--- src/rtl/image_loader_if.sv ---
// Loader-side view of the UART byte stream (in) and the RAM-controller write bus (out).
// master = image_loader, slave = byte source plus RAM controller.
interface image_loader_if;
    logic        byte_valid;
    logic [7:0]  byte_data;
    logic        byte_ready;
    logic [31:0] bus_addr_o;
    logic [31:0] bus_data_o;
    logic        bus_ce_o;
    logic        bus_we_o;
    logic        bus_ack_i;

    modport master (
        input  byte_valid, byte_data, bus_ack_i,
        output byte_ready, bus_addr_o, bus_data_o, bus_ce_o, bus_we_o
    );

    modport slave (
        output byte_valid, byte_data, bus_ack_i,
        input  byte_ready, bus_addr_o, bus_data_o, bus_ce_o, bus_we_o
    );
endinterface

--- src/rtl/image_loader.sv ---
// image_loader: packs UART bytes little-endian into 32-bit words, writes them to BASE_ADDR+n; optional checksum via LOADER_CSUM_EN.
// Latency: >= 5 cycles per word (4 byte accepts + 1-cycle ack); every output is registered.
// Backpressure: byte_ready only in COLLECT; a write holds addr/data/ce until bus_ack_i.
module image_loader #(
    parameter logic [31:0] BASE_ADDR = 32'h0000_0000,
    parameter int          LEN_W     = 20
) (
    input  logic             clk,
    input  logic             rst,
    input  logic             start,
    input  logic [LEN_W-1:0] len_i,
    image_loader_if.master   bus,
    output logic             busy,
    output logic             done,
    output logic [LEN_W-1:0] words_o,
    output logic [31:0]      csum_o
);
    typedef enum logic [1:0] {IDLE, COLLECT, WRITE, FINISH} state_t;

    state_t           state;
    logic [LEN_W-1:0] len_q;
    logic [1:0]       idx;
    logic [23:0]      lanes_q;
    logic [LEN_W-1:0] words_nxt;

    assign words_nxt = words_o + LEN_W'(1);

    always_ff @(posedge clk or negedge rst) begin
        if (!rst) begin
            state          <= IDLE;
            len_q          <= '0;
            idx            <= '0;
            lanes_q        <= '0;
            bus.byte_ready <= 1'b0;
            bus.bus_addr_o <= '0;
            bus.bus_data_o <= '0;
            bus.bus_ce_o   <= 1'b0;
            bus.bus_we_o   <= 1'b0;
            busy           <= 1'b0;
            done           <= 1'b0;
            words_o        <= '0;
        end else begin
            case (state)
                IDLE: begin
                    if (start) begin
                        done    <= 1'b0;
                        words_o <= '0;
                        idx     <= '0;
                        if (len_i != '0) begin
                            len_q          <= len_i;
                            busy           <= 1'b1;
                            bus.byte_ready <= 1'b1;
                            state          <= COLLECT;
                        end else begin
                            state <= FINISH;
                        end
                    end
                end
                // byte_ready is held high for the whole of COLLECT
                COLLECT: begin
                    if (bus.byte_valid) begin
                        idx <= idx + 2'd1;
                        case (idx)
                            2'd0: lanes_q[7:0]   <= bus.byte_data;
                            2'd1: lanes_q[15:8]  <= bus.byte_data;
                            2'd2: lanes_q[23:16] <= bus.byte_data;
                            default: begin
                                bus.bus_data_o <= {bus.byte_data, lanes_q};
                                bus.bus_addr_o <= BASE_ADDR + 32'(words_o);
                                bus.bus_ce_o   <= 1'b1;
                                bus.bus_we_o   <= 1'b1;
                                bus.byte_ready <= 1'b0;
                                state          <= WRITE;
                            end
                        endcase
                    end
                end
                WRITE: begin
                    if (bus.bus_ack_i) begin
                        bus.bus_ce_o <= 1'b0;
                        bus.bus_we_o <= 1'b0;
                        words_o      <= words_nxt;
                        if (words_nxt == len_q) begin
                            busy  <= 1'b0;
                            done  <= 1'b1;
                            state <= FINISH;
                        end else begin
                            bus.byte_ready <= 1'b1;
                            state          <= COLLECT;
                        end
                    end
                end
                FINISH: begin
                    done  <= 1'b1;
                    busy  <= 1'b0;
                    state <= IDLE;
                end
                default: state <= IDLE;
            endcase
        end
    end

`ifdef LOADER_CSUM_EN
    logic start_acc;
    logic wr_ack;

    assign start_acc = (state == IDLE) && start;
    assign wr_ack    = (state == WRITE) && bus.bus_ack_i;

    always_ff @(posedge clk or negedge rst) begin
        if (!rst) begin
            csum_o <= '0;
        end else if (start_acc) begin
            csum_o <= '0;
        end else if (wr_ack) begin
            csum_o <= csum_o + bus.bus_data_o;
        end
    end
`else
    assign csum_o = '0;
`endif

endmodule

--- src/flat_wrapper.sv ---
// flat-port wrapper written by rule: the top's interface ports become plain ports
module image_loader_flat 
#(
    parameter logic [31:0] BASE_ADDR = 32'h0000_0000,
    parameter int          LEN_W     = 20
)
  (clk, rst, start, len_i, busy, done, words_o, csum_o, bus_byte_valid, bus_byte_data, bus_bus_ack_i, bus_byte_ready, bus_bus_addr_o, bus_bus_data_o, bus_bus_ce_o, bus_bus_we_o);
  image_loader_if bus_i ();
  input  logic clk;
  input  logic rst;
  input  logic start;
  input  logic [LEN_W-1:0] len_i;
  output logic busy;
  output logic done;
  output logic [LEN_W-1:0] words_o;
  output logic [31:0] csum_o;
  input wire logic [$bits(bus_i.byte_valid)-1:0] bus_byte_valid;
  input wire logic [$bits(bus_i.byte_data)-1:0] bus_byte_data;
  input wire logic [$bits(bus_i.bus_ack_i)-1:0] bus_bus_ack_i;
  output wire logic [$bits(bus_i.byte_ready)-1:0] bus_byte_ready;
  output wire logic [$bits(bus_i.bus_addr_o)-1:0] bus_bus_addr_o;
  output wire logic [$bits(bus_i.bus_data_o)-1:0] bus_bus_data_o;
  output wire logic [$bits(bus_i.bus_ce_o)-1:0] bus_bus_ce_o;
  output wire logic [$bits(bus_i.bus_we_o)-1:0] bus_bus_we_o;
  assign bus_i.byte_valid = bus_byte_valid;
  assign bus_i.byte_data = bus_byte_data;
  assign bus_i.bus_ack_i = bus_bus_ack_i;
  assign bus_byte_ready = bus_i.byte_ready;
  assign bus_bus_addr_o = bus_i.bus_addr_o;
  assign bus_bus_data_o = bus_i.bus_data_o;
  assign bus_bus_ce_o = bus_i.bus_ce_o;
  assign bus_bus_we_o = bus_i.bus_we_o;
  image_loader #(.BASE_ADDR(BASE_ADDR), .LEN_W(LEN_W)) u_core (.clk(clk), .rst(rst), .start(start), .len_i(len_i), .bus(bus_i), .busy(busy), .done(done), .words_o(words_o), .csum_o(csum_o));
endmodule
--- config.mk ---
export PLATFORM = sky130hd
export DESIGN_NAME = image_loader_flat
export DESIGN_NICKNAME = d
export VERILOG_FILES = /design/src/rtl/image_loader_if.sv /design/src/rtl/image_loader.sv /design/src/flat_wrapper.sv
export SDC_FILE = /design/constraint.sdc
export NUM_CORES = 1
export LEC_CHECK = 0
export BUFFER_PORTS_ARGS = -buffer_cell sky130_fd_sc_hd__buf_2
export CAP_MARGIN = 0
export CORE_UTILIZATION = 30
export DETAILED_ROUTE_END_ITERATION = 7
export SLEW_MARGIN = 5
export SYNTH_ARGS = -nofsm -noshare
export SYNTH_HDL_FRONTEND = slang
export SYNTH_SLANG_ARGS = --single-unit
export TNS_END_PERCENT = 20
--- constraint.sdc ---
create_clock -name clk -period 7.31 [get_ports clk]
set_clock_uncertainty 0.05 [all_clocks]
set_input_delay 0.731 -clock clk [delete_from_list [all_inputs] [get_ports clk]]
set_output_delay 0.731 -clock clk [all_outputs]
set_load 0.03 [all_outputs]
==> results of run 1 <==
## metal layers
layer	GRT usage (%)	vias to the layer above	wire length, um
li1	-	2132	-
met2	22.1	135	6840
met1	20.5	2184	7020
met3	3.32	18	761
met4	5.11	0	197
met5	0	-	0
## area by class of cell
cell class | instances | share of cell area (%)
Sequential cell | 124 | 42.1
Multi-Input combinational cell | 404 | 37.3
Timing Repair Buffer | 112 | 7.74
Clock buffer | 19 | 6.14
Tap cell | 270 | 4.58
Clock inverter | 12 | 1.66
Inverter | 11 | 0.560
## worst max-delay path by stage
stage                                       end  slack (ps)  cells after the start
after floorplan           u_core.bus.byte_ready        4540                      8
after global placement    u_core.bus.byte_ready        4210                      8
after detailed placement  u_core.bus.byte_ready        4110                      8
after CTS                 u_core.bus.byte_ready        4060                      8
after global routing      u_core.bus.byte_ready        3700                      8
final                     u_core.bus.byte_ready        4050                      8
## power by group through the flow
stage / logic, mW / registers (mW) / clock network (mW)
4_1_cts: 0.894 / 1.07 / 0.837
2_1_floorplan: 0.499 / 1.23 / 0
3_5_place_dp: 0.891 / 1.08 / 0
5_1_grt: 0.961 / 1.10 / 0.868
3_3_place_gp: 0.880 / 1.07 / 0
6_report: 0.882 / 1.07 / 0.816
## synthesized netlist by cell type, types with 7 or more instances
master	n	area (um^2)
dfrtp_1	124	3100
nand2_1	83	312
mux2_2	72	811
buf_4	47	353
o21ai_0	35	175
clkbuf_1	19	71.3
nand3_1	16	80.1
nor2_1	16	60.1
xnor2_1	15	131
inv_1	11	41.3
nor3_1	9	45.0
nor4_1	9	56.3
a21oi_1	8	40.0
nand4_1	8	50.1
buf_2	7	35.0
## critical path, stage by stage (launching register included)
cell	delay, ps
dfrtp_1	500
ha_1	310
nand3_1	380
nor4_1	640
xnor2_1	210
nor2_1	60
or4_1	500
nor4_2	340
o211ai_1	130
## cell families after synthesis
| family | synth area share [%] |
|---|---|
| compound gates | 8.89 |
| xor+xnor | 4.33 |
| buf+inv | 8.43 |
| simple gates | 14.1 |
| flops | 50.0 |
| fa+ha+maj | 1.01 |
| mux | 13.2 |
| other cells | 0.0604 |
## registers in the layout, indices dropped and copies added (netlist names), 2 cells and up
signal / flops
u_core.len_q: 20
u_core.state: 2
u_core.bus.bus_addr_o: 20
u_core.bus.bus_data_o: 32
u_core.idx: 2
u_core.words_o: 20
u_core.lanes_q: 24
## metrics by stage
stage | setup slack, ps | util (%) | hold slack (ps) | power, mW | area, um^2
6_report | 4050 | 36.5 | 273 | 2.77 | 7380
4_1_cts | 4060 | 36.5 | 284 | 2.80 | 7380
3_3_place_gp | 4210 | 33.6 | 406 | 1.95 | 6800
3_5_place_dp | 4110 | 33.6 | 415 | 1.97 | 6800
2_1_floorplan | 4540 | - | 385 | 1.73 | 6370
5_1_grt | 3700 | 36.5 | 314 | 2.93 | 7380
## cells in the final DEF (no fill, tap or decap), types with 5 or more instances in the layout
| cell | n |
|---|---|
| a21oi_1 | 8 |
| a31oi_1 | 5 |
| buf_2 | 108 |
| clkbuf_16 | 17 |
| clkinv_2 | 5 |
| clkinvlp_4 | 5 |
| conb_1 | 44 |
| dfrtp_1 | 124 |
| ha_1 | 5 |
| inv_1 | 11 |
| mux2_2 | 72 |
| nand2_1 | 83 |
| nand3_1 | 15 |
| nand4_1 | 8 |
| nor2_1 | 16 |
| nor3_1 | 9 |
| nor4_1 | 9 |
| o21ai_0 | 35 |
| o31ai_1 | 6 |
| xnor2_1 | 15 |
| xor2_1 | 6 |
==> metrics.yaml, run 1 <==
run_status:
  status: "finished clean"
power_and_ir_drop:
  sw_frac_of_total_pct: 35.5
  combPwrFrac_pct: 31.9
  leakagePower_nw: 3.57
  p_seq_share_pct: 38.6
  p_int_mw: 1.78
  powerDensity_mw_per_mm2: 375
  peakVddDrop_mv: 0.137
  switchingPower_uw: 982
  clock_power_share_pct: 29.5
timing:
  fmax_mhz: 306
  rsz0062_at_grt: "false"
  hold_viol_final: 0
  slew_violations: 0
  fin_crit_ps: 3260
  worst_pin_slew_ps: 1020
  slew_headroom_pct: 31.5
  post-route-period-util_pct: 44.6
  tns_ps: 0
  setup_violations: 0
critical_path:
  r2r-end: "u_core.bus.byte_ready"
  cp.required_ps: 7530
  r2r_slack_ps: 4050
  worstPathArrival_ps: 3480
  critPathCaptureType: "register"
  cp-start-kind: "register"
  crit_type: "register to register"
  crit_start: "u_core.words_o[0]"
  r2r-start: "u_core.words_o[0]"
  crit_path_max_fanout: 11
  rr_worst_depth: 8
drt:
  wire_per_inst_um: 15.6
  drc: 0
  wl_um: 14800
  viasPerCell: 4.69
  vias: 4469
  drt_first_pass_iters: 5
  drtIter0Drc: 224
  antenna_left: 0
synth:
  yosysWarnings: 0
  synth_area_mm2: 0.00621
  seq_area_frac_synth_pct: 50.0
  synthArstFlopShare_pct: 100
  ys_types: 62
  ys_ff_latch: 124
  synth_edf_count: 0
  avgSynthCellArea_um2: 10.8
  postSynthCellCount: 575
  synth-main-ff-cell: "dfrtp_1"
clocking:
  numCtsBuffers: 17
  tritoncts: "yes"
  cts_resized: 0
  clkTransAtPathRegs_ps: 60
  clk_latency_ps: 410
  ctsHoldBuffers: 0
  clockRootBuffer: "clkbuf_16"
  post_cts.repair.setup_buffers: 0
  clk_path_buf_depth: 2
  clock_sinks: 124
  htreeDepth: 4
place:
  place_congestion: 0.850
  dp_hpwl_um: 10400
  place_inst: 921
  port_buffers: 109
global_routing:
  antenna_found_initial: 0
  grt_pass1_wl_um: 24300
  grt_max_degree: 79
  grt_use_total_pct: 14.6
  grt_pass1_vias: 4337
  overflow: 0
min_path:
  hp-class: "input pin to async pin"
layout:
  syn_to_final_growth_pct: 18.8
  multi_input_area_mm2: 0.00275
  nFillCells: 2050
  drive_gt1_share_pct: 33.9
  n_antenna_cell: 0
  final_nets: 708
  fin_cells: 952
  seq_area_mm2: 0.00310
die:
  initial_core_util_pct: 30.7
  io_pins: 154
  fp-row-count: 52
  die-area_mm2: 0.0213
  core_mm2: 0.0202
  dieWidth_um: 146
  die_h_um: 146
job:
  maxCapViolCount: 0
No activity file was read; power rests on OpenSTA's default activity.
==> run 2: changes to the inputs <==
--- a/config.mk
+++ b/config.mk
@@ -5,6 +5,7 @@
 export SDC_FILE = /design/constraint.sdc
 export NUM_CORES = 1
 export LEC_CHECK = 0
+export ABC_AREA = 1
 export BUFFER_PORTS_ARGS = -buffer_cell sky130_fd_sc_hd__buf_2
 export CAP_MARGIN = 0
 export CORE_UTILIZATION = 30
==> constraint.sdc (replaced) <==
create_clock -name clk -period 3.3 [get_ports clk]
set_clock_uncertainty 0.05 [all_clocks]
set_input_delay 0.33 -clock clk [delete_from_list [all_inputs] [get_ports clk]]
set_output_delay 0.33 -clock clk [all_outputs]
set_load 0.03 [all_outputs]
==> metrics.yaml, run 2 <==
run_status:
  status: "finished clean"
synth:
  yosysWarnings: 0  # unchanged
  synth_xor_area_share_pct: 1.85  # -2.5 points
  synth_common_cells: "nand2_1 (230), dfrtp_1 (124), o21ai_0 (71), inv_1 (63), buf_4 (45)"
  muxShareOfSynthArea_pct: 1.31  # -12 points
  synthAdderAreaFrac_pct: 1.04  # +0.029 points
  synth_area_mm2: 0.00603  # -2.8%
  synth_most_common_cell: "nand2_1"
  synth_compound_area_share_pct: 8.71  # -0.18 points
  synth_top_cell_area_share_pct: 51.4  # +1.4 points
  synth_top_family_by_area: "simple AND/OR/NAND/NOR gates"
  postSynthCellCount: 715  # +24%
  ys_types: 35  # -44%
  synth_top_area_cell: "dfrtp_1"
  synthSimpleGateAreaFrac_pct: 24.4  # +10 points
  synth_edf_count: 0  # unchanged
  synthArstFlopShare_pct: 100  # unchanged
  ys_ff_latch: 124  # unchanged
  avgSynthCellArea_um2: 8.44  # -22%
  synth.area.top_cells: "dfrtp_1 (51%), nand2_1 (14%), o21ai_0 (5.9%)"
  seq_area_frac_synth_pct: 51.4  # +1.4 points
  synth-main-ff-cell: "dfrtp_1"
clocking:
  clockRootBuffer: "clkbuf_16"
  post_cts.repair.setup_buffers: 0  # unchanged
  cts_resized: 0  # unchanged
  numCtsBuffers: 17  # unchanged
  tritoncts: "yes"
  htreeDepth: 4  # unchanged
  clkTransAtPathRegs_ps: 60  # about the same
  clock_sinks: 124  # unchanged
  clk_path_buf_depth: 2  # unchanged
  clk_latency_ps: 420  # about the same
  ctsHoldBuffers: 1  # +1
layout:
  seq_area_mm2: 0.00310  # unchanged
  nFillCells: 2067  # +0.83%
  drive_gt1_share_pct: 21.0  # -13 points
  final_area_mm2: 0.00733  # -0.56%
  largest_reg_flops: 32  # unchanged
  largest-register: "u_core.bus.bus_data_o"
  n_antenna_cell: 0  # unchanged
  final_cell_mix: "nand2_1 (230), dfrtp_1 (124), buf_2 (108)"
  reg.largest.list: "u_core.bus.bus_data_o: 32 flops, u_core.lanes_q: 24 flops"
  mostFrequentLayoutCell: "nand2_1"
  final_nets: 866  # +22%
  multi_input_area_mm2: 0.00242  # -12%
  syn_to_final_growth_pct: 21.5
place:
  dp_hpwl_um: 10800  # +3.3%
  placed_cell_area_mm2: 0.00671  # -1.3%
  port_buffers: 109  # unchanged
  place_congestion: 0.860  # +1.2%
critical_path:
  slowest_delay_ps: 470  # -170 ps
  crit_chain: "ha_1 -> nand3_1 -> nor2_1 -> nand4_1 -> nand2_1 -> nand2_1 -> nand2_1 -> nand3_1 -> nor2_2 -> nand3_1 -> nand2_1 -> nand2_1 -> nand2_1 -> nand2_1"
  cp.required_ps: 3540  # -3990 ps
  rr_worst_depth: 14  # +6
  crit_family: "simple AND/OR/NAND/NOR gates"
  crit_type: "register to register"
  r2r_slack_ps: 940  # -3110 ps
  critPathCaptureType: "register"
  cp-start-kind: "register"
  worst_path_most_repeated_cell: "nand2_1"
  r2r-start: "u_core.words_o[0]"
  path_buf_inv: 0  # unchanged
  r2r-end: "u_core.busy"
  worstPathArrival_ps: 2600  # -880 ps
  crit_path_max_fanout: 6  # -5
  crit_slowest_cell: "dfrtp_1"
timing:
  slew_headroom_pct: 47.7  # +16 points
  rsz0062_at_grt: "false"
  fmax_mhz: 423  # +38%
  whs_ps: 107  # -166 ps
  setup_violations: 0  # unchanged
  hold_viol_final: 0  # unchanged
  post-route-period-util_pct: 71.6  # +27 points
  slew_violations: 0  # unchanged
  worst_pin_slew_ps: 785  # -239 ps
  tns_ps: 0  # unchanged
  fin_crit_ps: 2360  # -900 ps
global_routing:
  grt_pass1_wl_um: 23600  # -2.8%
  overflow: 0  # unchanged
  antenna_found_initial: 0  # unchanged
  grt_max_degree: 82  # +3.8%
  grt_use_total_pct: 15.2  # +0.53 points
  grt_pass1_vias: 4340  # +0.069%
die:
  io_pins: 154  # unchanged
  dieWidth_um: 144  # -1.4%
  initial_core_util_pct: 30.8  # +0.13 points
  core_mm2: 0.0196  # -3.2%
  die_h_um: 144  # -1.4%
  die-area_mm2: 0.0207  # -2.7%
  fp-row-count: 51  # -1.9%
job:
  maxCapViolCount: 0  # unchanged
power_and_ir_drop:
  leakagePower_nw: 3.88  # +8.6%
  peakVddDrop_mv: 0.390  # +190%
  total_power_mw: 6.46  # +130%
  powerDensity_mw_per_mm2: 881  # +130%
min_path:
  hp-class: "input pin to register"
  whs_endpoint: "u_core.len_q[18]"
  min-delay-start: "len_i[18]"
  worstHoldPathCells: 2
drt:
  antenna_left: 0  # unchanged
  viasPerCell: 4.41  # -6.1%
  wl_um: 14600  # -1.2%
  wire_per_inst_um: 13.2  # -15%
  drtIter0Drc: 338  # +51%
  vias: 4874  # +9.1%
  drc: 0  # unchanged
  drt_first_pass_iters: 5  # unchanged
## run 2: stage by stage
step	setup WS, ps	util (%)	cells
floorplan	1130	-	758
global placement	1000	34.3	1073
detailed placement	977	34.3	1073
CTS	961	37.4	1106
global route	655	37.4	1106
finish	937	37.4	1106
## run 2: per-layer routing
metal	part of all wire, %	global-route usage, %
met5	0	0
met1	50	22.0
met3	5.2	3.73
met2	43	21.4
met4	1.7	5.77
## run 2: where the power goes
group	leakage, nW	internal (mW)	total (mW)	switching, mW
sequential	1.62	2.08	2.43	0.346
clock	0.295	1.20	1.94	0.736
combinational	1.97	0.655	2.10	1.44
total	3.88	3.94	6.46	2.52
## run 2: layout make-up
cell class,instances,share of cell area [%]
flip-flops and latches,124,42.3
multi-input cells,501,33.0
repair buffers,116,8.39
clock buffers,17,5.80
well taps,265,4.52
inverters,68,3.48
clock inverters,15,2.52
## run 2: cell families after synthesis
group | after synthesis
simple gates | 338
buf+inv | 133
flops | 124
compound gates | 99
xor+xnor | 8
mux | 7
fa+ha+maj | 5
other cells | 1
## run 2: worst max-delay path by stage
| stage | startpoint | end | slack [ps] | cells past startpoint |
|---|---|---|---|---|
| after global placement | u_core.words_o[0] | u_core.busy | 1000 | 14 |
| after detailed placement | u_core.words_o[0] | u_core.busy | 980 | 14 |
| final | u_core.words_o[0] | u_core.busy | 940 | 14 |
| after global routing | u_core.words_o[0] | u_core.busy | 660 | 14 |
| after floorplan | u_core.words_o[0] | u_core.busy | 1130 | 16 |
| after CTS | u_core.words_o[0] | u_core.busy | 960 | 14 |
